`config.mk`:
```
export PLATFORM = sky130hd
export DESIGN_NAME = axil_request_master
export DESIGN_NICKNAME = d
export VERILOG_FILES = /design/src/rtl/axil_request_master.sv
export SDC_FILE = /design/constraint.sdc
export NUM_CORES = 1
export LEC_CHECK = 0
export ABC_AREA = 0
export CORE_UTILIZATION = 40
export CTS_BUF_LIST = sky130_fd_sc_hd__clkbuf_16
export DETAILED_ROUTE_END_ITERATION = 10
export GPL_TIMING_DRIVEN = 0
export PLACE_DENSITY_LB_ADDON = 0.25
export SETUP_SLACK_MARGIN = 0.05
export SLEW_MARGIN = 20
export SYNTH_ARGS = -nofsm -noshare
export SYNTH_HDL_FRONTEND = slang
export SYNTH_SLANG_ARGS = --single-unit
```
`constraint.sdc`:
```
create_clock -name aclk -period 5.4 [get_ports aclk]
set_clock_uncertainty 0.2 [all_clocks]
set_input_delay 1.62 -clock aclk [delete_from_list [all_inputs] [get_ports aclk]]
set_output_delay 1.62 -clock aclk [all_outputs]
set_load 0.03 [all_outputs]
```
`src/rtl/axil_request_master.sv`:
```
// Single-outstanding AXI4-Lite master: turns a valid/ready request into one AW+W+B or AR+R
// transaction and returns data/error on a valid/ready response port, with a B/R watchdog.
module axil_request_master #(
  parameter int ADDR_WIDTH     = 32,
  parameter int DATA_WIDTH     = 32,
  parameter int STRB_WIDTH     = DATA_WIDTH / 8,
  parameter int TIMEOUT_CYCLES = 1024
) (
  input  logic                  aclk,
  input  logic                  areset,
  input  logic                  req_valid,
  output logic                  req_ready,
  input  logic                  req_write,
  input  logic [ADDR_WIDTH-1:0] req_addr,
  input  logic [DATA_WIDTH-1:0] req_wdata,
  input  logic [STRB_WIDTH-1:0] req_wstrb,
  output logic                  resp_valid,
  input  logic                  resp_ready,
  output logic [DATA_WIDTH-1:0] resp_rdata,
  output logic                  resp_error,
  output logic [ADDR_WIDTH-1:0] m_axil_awaddr,
  output logic [2:0]            m_axil_awprot,
  output logic                  m_axil_awvalid,
  input  logic                  m_axil_awready,
  output logic [DATA_WIDTH-1:0] m_axil_wdata,
  output logic [STRB_WIDTH-1:0] m_axil_wstrb,
  output logic                  m_axil_wvalid,
  input  logic                  m_axil_wready,
  input  logic                  m_axil_bvalid,
  output logic                  m_axil_bready,
  output logic [ADDR_WIDTH-1:0] m_axil_araddr,
  output logic [2:0]            m_axil_arprot,
  output logic                  m_axil_arvalid,
  input  logic                  m_axil_arready,
  input  logic [DATA_WIDTH-1:0] m_axil_rdata,
  input  logic [1:0]            m_axil_rresp,
  input  logic                  m_axil_rvalid,
  output logic                  m_axil_rready
);

  localparam logic [2:0] IDLE         = 3'd0;
  localparam logic [2:0] WR_ADDR_DATA = 3'd1;
  localparam logic [2:0] WAIT_B       = 3'd2;
  localparam logic [2:0] RD_ADDR      = 3'd3;
  localparam logic [2:0] WAIT_R       = 3'd4;
  localparam logic [2:0] RESP         = 3'd5;

  localparam int              WDOG_W    = (TIMEOUT_CYCLES > 1) ? $clog2(TIMEOUT_CYCLES) : 1;
  localparam logic [WDOG_W-1:0] WDOG_LAST = WDOG_W'((TIMEOUT_CYCLES > 0) ? TIMEOUT_CYCLES - 1 : 0);
  localparam bit              WDOG_EN   = (TIMEOUT_CYCLES != 0);

  logic [2:0]            state_q, state_d;
  logic [ADDR_WIDTH-1:0] reqAddr_q, reqAddr_d;
  logic [DATA_WIDTH-1:0] reqData_q, reqData_d;
  logic [STRB_WIDTH-1:0] reqStrb_q, reqStrb_d;
  logic                  awValid_q, awValid_d;
  logic                  wValid_q, wValid_d;
  logic                  arValid_q, arValid_d;
  logic [DATA_WIDTH-1:0] respData_q, respData_d;
  logic                  respError_q, respError_d;
  logic [WDOG_W-1:0]     wdogCnt_q, wdogCnt_d;

  logic awDone, wDone, wdogExpired;

  // A channel counts as done once its valid has been accepted, either earlier or this cycle.
  assign awDone      = !awValid_q || m_axil_awready;
  assign wDone       = !wValid_q || m_axil_wready;
  assign wdogExpired = WDOG_EN && (wdogCnt_q == WDOG_LAST);

  always_comb begin
    state_d     = state_q;
    reqAddr_d   = reqAddr_q;
    reqData_d   = reqData_q;
    reqStrb_d   = reqStrb_q;
    awValid_d   = awValid_q;
    wValid_d    = wValid_q;
    arValid_d   = arValid_q;
    respData_d  = respData_q;
    respError_d = respError_q;
    wdogCnt_d   = wdogCnt_q;
    case (state_q)
      IDLE: begin
        if (req_valid) begin
          reqAddr_d = req_addr;
          reqData_d = req_wdata;
          reqStrb_d = req_wstrb;
          if (req_write) begin
            awValid_d = 1'b1;
            wValid_d  = 1'b1;
            state_d   = WR_ADDR_DATA;
          end else begin
            arValid_d = 1'b1;
            state_d   = RD_ADDR;
          end
        end
      end
      WR_ADDR_DATA: begin
        if (awValid_q && m_axil_awready) awValid_d = 1'b0;
        if (wValid_q && m_axil_wready) wValid_d = 1'b0;
        if (awDone && wDone) begin
          wdogCnt_d = '0;
          state_d   = WAIT_B;
        end
      end
      WAIT_B: begin
        // A B arriving on the last watchdog cycle still wins over the abort.
        if (m_axil_bvalid) begin
          respData_d  = '0;
          respError_d = 1'b0;
          state_d     = RESP;
        end else if (wdogExpired) begin
          respData_d  = '0;
          respError_d = 1'b1;
          state_d     = RESP;
        end else begin
          wdogCnt_d = wdogCnt_q + 1'b1;
        end
      end
      RD_ADDR: begin
        if (m_axil_arready) begin
          arValid_d = 1'b0;
          wdogCnt_d = '0;
          state_d   = WAIT_R;
        end
      end
      WAIT_R: begin
        if (m_axil_rvalid) begin
          respData_d  = m_axil_rdata;
          respError_d = (m_axil_rresp != 2'b00);
          state_d     = RESP;
        end else if (wdogExpired) begin
          respData_d  = '0;
          respError_d = 1'b1;
          state_d     = RESP;
        end else begin
          wdogCnt_d = wdogCnt_q + 1'b1;
        end
      end
      RESP: begin
        if (resp_ready) state_d = IDLE;
      end
      default: state_d = IDLE;
    endcase
  end

  always_ff @(posedge aclk or posedge areset) begin
    if (areset) begin
      state_q     <= IDLE;
      reqAddr_q   <= '0;
      reqData_q   <= '0;
      reqStrb_q   <= '0;
      awValid_q   <= 1'b0;
      wValid_q    <= 1'b0;
      arValid_q   <= 1'b0;
      respData_q  <= '0;
      respError_q <= 1'b0;
      wdogCnt_q   <= '0;
    end else begin
      state_q     <= state_d;
      reqAddr_q   <= reqAddr_d;
      reqData_q   <= reqData_d;
      reqStrb_q   <= reqStrb_d;
      awValid_q   <= awValid_d;
      wValid_q    <= wValid_d;
      arValid_q   <= arValid_d;
      respData_q  <= respData_d;
      respError_q <= respError_d;
      wdogCnt_q   <= wdogCnt_d;
    end
  end

  assign req_ready      = (state_q == IDLE);
  assign resp_valid     = (state_q == RESP);
  assign resp_rdata     = respData_q;
  assign resp_error     = respError_q;
  assign m_axil_awaddr  = reqAddr_q;
  assign m_axil_awprot  = 3'b000;
  assign m_axil_awvalid = awValid_q;
  assign m_axil_wdata   = reqData_q;
  assign m_axil_wstrb   = reqStrb_q;
  assign m_axil_wvalid  = wValid_q;
  assign m_axil_bready  = (state_q == WAIT_B);
  assign m_axil_araddr  = reqAddr_q;
  assign m_axil_arprot  = 3'b000;
  assign m_axil_arvalid = arValid_q;
  assign m_axil_rready  = (state_q == WAIT_R);

endmodule
```
==> metrics.md <==
| Metric | Value |
|---|---|
| Synthesized area per cell | `between 10 and 15 um^2` |
| Drt pass-1 iters | `4` |
| #FFs+latches synth | `approximately 120` |
| Endpoints failing hold | `0` |
| Most common cell after layout, fill and taps aside | `clkdlybuf4s50_1` |
| Synth area leaders | `dfrtp_1 (57%), mux2_2 (15%), buf_4 (5.8%)` |
| Register area share after synthesis | `0.570` |
| Crit path cell chain | `buf_6 -> nand2b_1 -> buf_6 -> nor2_1 -> clkdlybuf4s50_1` |
| Core area | `approximately 13000 um^2` |
| H-tree level count | `4` |
| Global route overflow | `0` |
| Pwr/cell area | `671 nW/um^2` |
| Worst skew pair latency | `approximately 0.41 ns` |
| Post-synth cell types | `51` |
| Io pins | `roughly 260` |
| Cell row count | `between 40 and 50` |
| Status | `completed` |
| Total of max-cap violations | `0` |
| Clock buffer depth | `2` |
| Antenna violations before repair | `0` |
| Drt via density | `around 4.9` |
| PortBufs | `around 250` |
| Routability cong. | `about 0.84` |
| Final setup violation count | `0` |
| Share of cells above drive strength 1 | `0.250` |
| DRT Wirelength | `roughly 14000 um` |
| Max IR drop VDD | `around 0.25 mV` |
| Clk slew on worst S/H paths | `0.06 ns` |
| RSZ-0062 raised after global routing | `false` |
| CP dominant cell by count | `buf_6` |
| Global-route wire length before repair | `~22000 um` |
| CTS tree | `yes` |
| Layout Nets | `around 780` |
| Fin. max-slew vios | `0` |
| Final Non-Filler Cells | `roughly 850` |
| CTS buffer count | `17` |
| Total track usage | `0.215` |
| Starting density of the core | `0.409` |
| HP Class | `flip-flop to flip-flop` |
| Clock Sinks | `~120` |
| CP Class | `flip-flop to output pin` |
| Placed Cells | `slightly above 800` |
| Leakage | `3.64 nW` |
| Worst Setup Start Kind | `flip-flop` |
| Die H | `115 um` |
| Residual DRC count | `0` |
| CP max FO | `10` |
| Diode count | `0` |
| Ys async rst share | `1.00` |
| Post-CTS setup buffers | `0` |
| Cell count after synthesis | `387` |
| Synth Flop Type | `dfrtp_1` |
| Fmax | `approximately 0.25 GHz` |
| Pre-CTS setup slack | `about 1.6 ns` |
| Slowest stage cell on the critical path | `clkdlybuf4s50_1` |
| Setup ws final | `~1.5 ns` |
| Critical Path RT | `around 3.6 ns` |
| Detail Placement HPWL | `~11000 um` |
| DRT iter0 DRCs | `approximately 170` |
| Synth area leader | `dfrtp_1` |
| Antenna Nets Post-Route | `0` |
| Ys Warns | `0` |
| Max incr delay on CP | `0.72 ns` |
| Commonest cells after routing, fill and taps aside | `clkdlybuf4s50_1 (251), dfrtp_1 (117), mux2_2 (68)` |
| Top-area cell type share of the netlist area | `0.570` |
| Via count | `between 4k and 5k` |
| Critical path data arrival time | `roughly 2.1 ns` |
| Root Driver | `clkbuf_16` |
| Pin count of the biggest net entering global routing | `between 60 and 70` |
| Wire per inst | `approximately 17 um` |
| Tcrit/Tclk final | `0.728` |
| Post-synth EDFFs | `0` |
| Vias in the first global route | `4159` |
| CP endpoint kind | `output pin` |
| Fin Hold WS | `a little under 0.3 ns` |
| Die width | `115 um` |
| CTS hold repair buffers | `0` |
| Die area | `approximately 13000 um^2` |
| Period minus WS final | `~3.9 ns` |
| PostCTS Resize Cnt | `0` |
| Setup TNS | `0 ns` |
| Post-Syn Area | `between 5000 and 6000 um^2` |
| Area Overhead vs Synth | `65.4%` |
==> path summary, 6_finish.rpt <==
path                               start               end  slack [ns]  cells after the start
setup reg to reg              state_q[1]  m_axil_araddr[3]        3.09                      7
max in group asynchronous         areset    resp_rdata[26]        2.89                      3
hold / removal             resp_rdata[2]     resp_rdata[2]        0.30                      1
setup / recovery              state_q[2]     m_axil_bready        1.47                      5
hold reg to reg            resp_rdata[2]     resp_rdata[2]        0.30                      1
min in group asynchronous         areset  m_axil_wdata[22]        1.42                      2
==> metrics by stage <==
| stage | utilization | total power (W) | instance area, um^2 |
|---|---|---|---|
| final | 0.676 | 0.00570 | 8500 |
| after global routing | 0.676 | 0.00599 | 8500 |
| after CTS | 0.676 | 0.00575 | 8500 |
| after detailed placement | 0.630 | 0.00464 | 7920 |
| after global placement | 0.627 | 0.00456 | 7880 |
| after floorplan | - | 0.00337 | 5150 |
==> metal layers <==
metal  vias to the layer above  wire [um]  share of wire  global-route usage
li1                       1918          -              -                   -
met1                      2025       5410           0.39               0.245
met2                       180       7320           0.52               0.377
met3                        14       1160          0.083              0.0775
met4                         0        138         0.0098              0.0649
met5                         -          0              0                   0
==> registers in the layout, indices dropped and copies added, names as in the netlist <==
signal / flops
wdogCnt_q: 10
m_axil_awvalid: 1
resp_rdata: 32
m_axil_wvalid: 1
m_axil_wdata: 32
resp_error: 1
m_axil_arvalid: 1
m_axil_wstrb: 4
m_axil_araddr: 32
state_q: 3
==> cells in the mapped netlist, types with 3 or more instances <==
library cell / n
buf_4: 40
buf_6: 7
nand2_1: 9
nand3_1: 6
buf_2: 10
dfrtp_1: 117
nand2b_1: 6
o31ai_1: 8
a21boi_1: 3
nor3_1: 4
a22o_1: 32
a31oi_1: 3
mux2_2: 68
nor2_1: 14
o21a_1: 3
a21oi_1: 4
o21ai_0: 8
==> cell type report <==
cell class	instances	area, um^2
Tap cell	172	215
Multi-Input combinational cell	212	1780
Sequential cell	117	2930
Buffer	60	440
Timing Repair Buffer	252	2540
Clock inverter	15	155
Fill cell	965	4070
Inverter	3	16.3
Clock buffer	17	425
==> worst max-delay path, delay by kind of cell, from the launching register on <==
family / cells / cell delay [ns]
flops: 1 / 0.39
simple gates: 2 / 0.32
buf+inv: 3 / 1.00
==> report_power, final <==
group	switching, W	internal, W	total (W)
Combinational	0.00166	0.00148	0.00313
Sequential	0.000231	0.00124	0.00147
Clock	0.000414	0.000680	0.00109
Total	0.00230	0.00340	0.00570
==> cells by family (layout without fill, tap and decap cells) <==
logic type,count (synthesis),count (layout),synth area share
simple gates,62,62,0.0738
compound gates,75,75,0.116
flops,117,117,0.570
mux,68,68,0.149
fa+ha+maj,1,1,0.00244
buf+inv,63,347,0.0879
other cells,1,6,0.000730
Note: power is estimated with default switching activity, not from simulation.
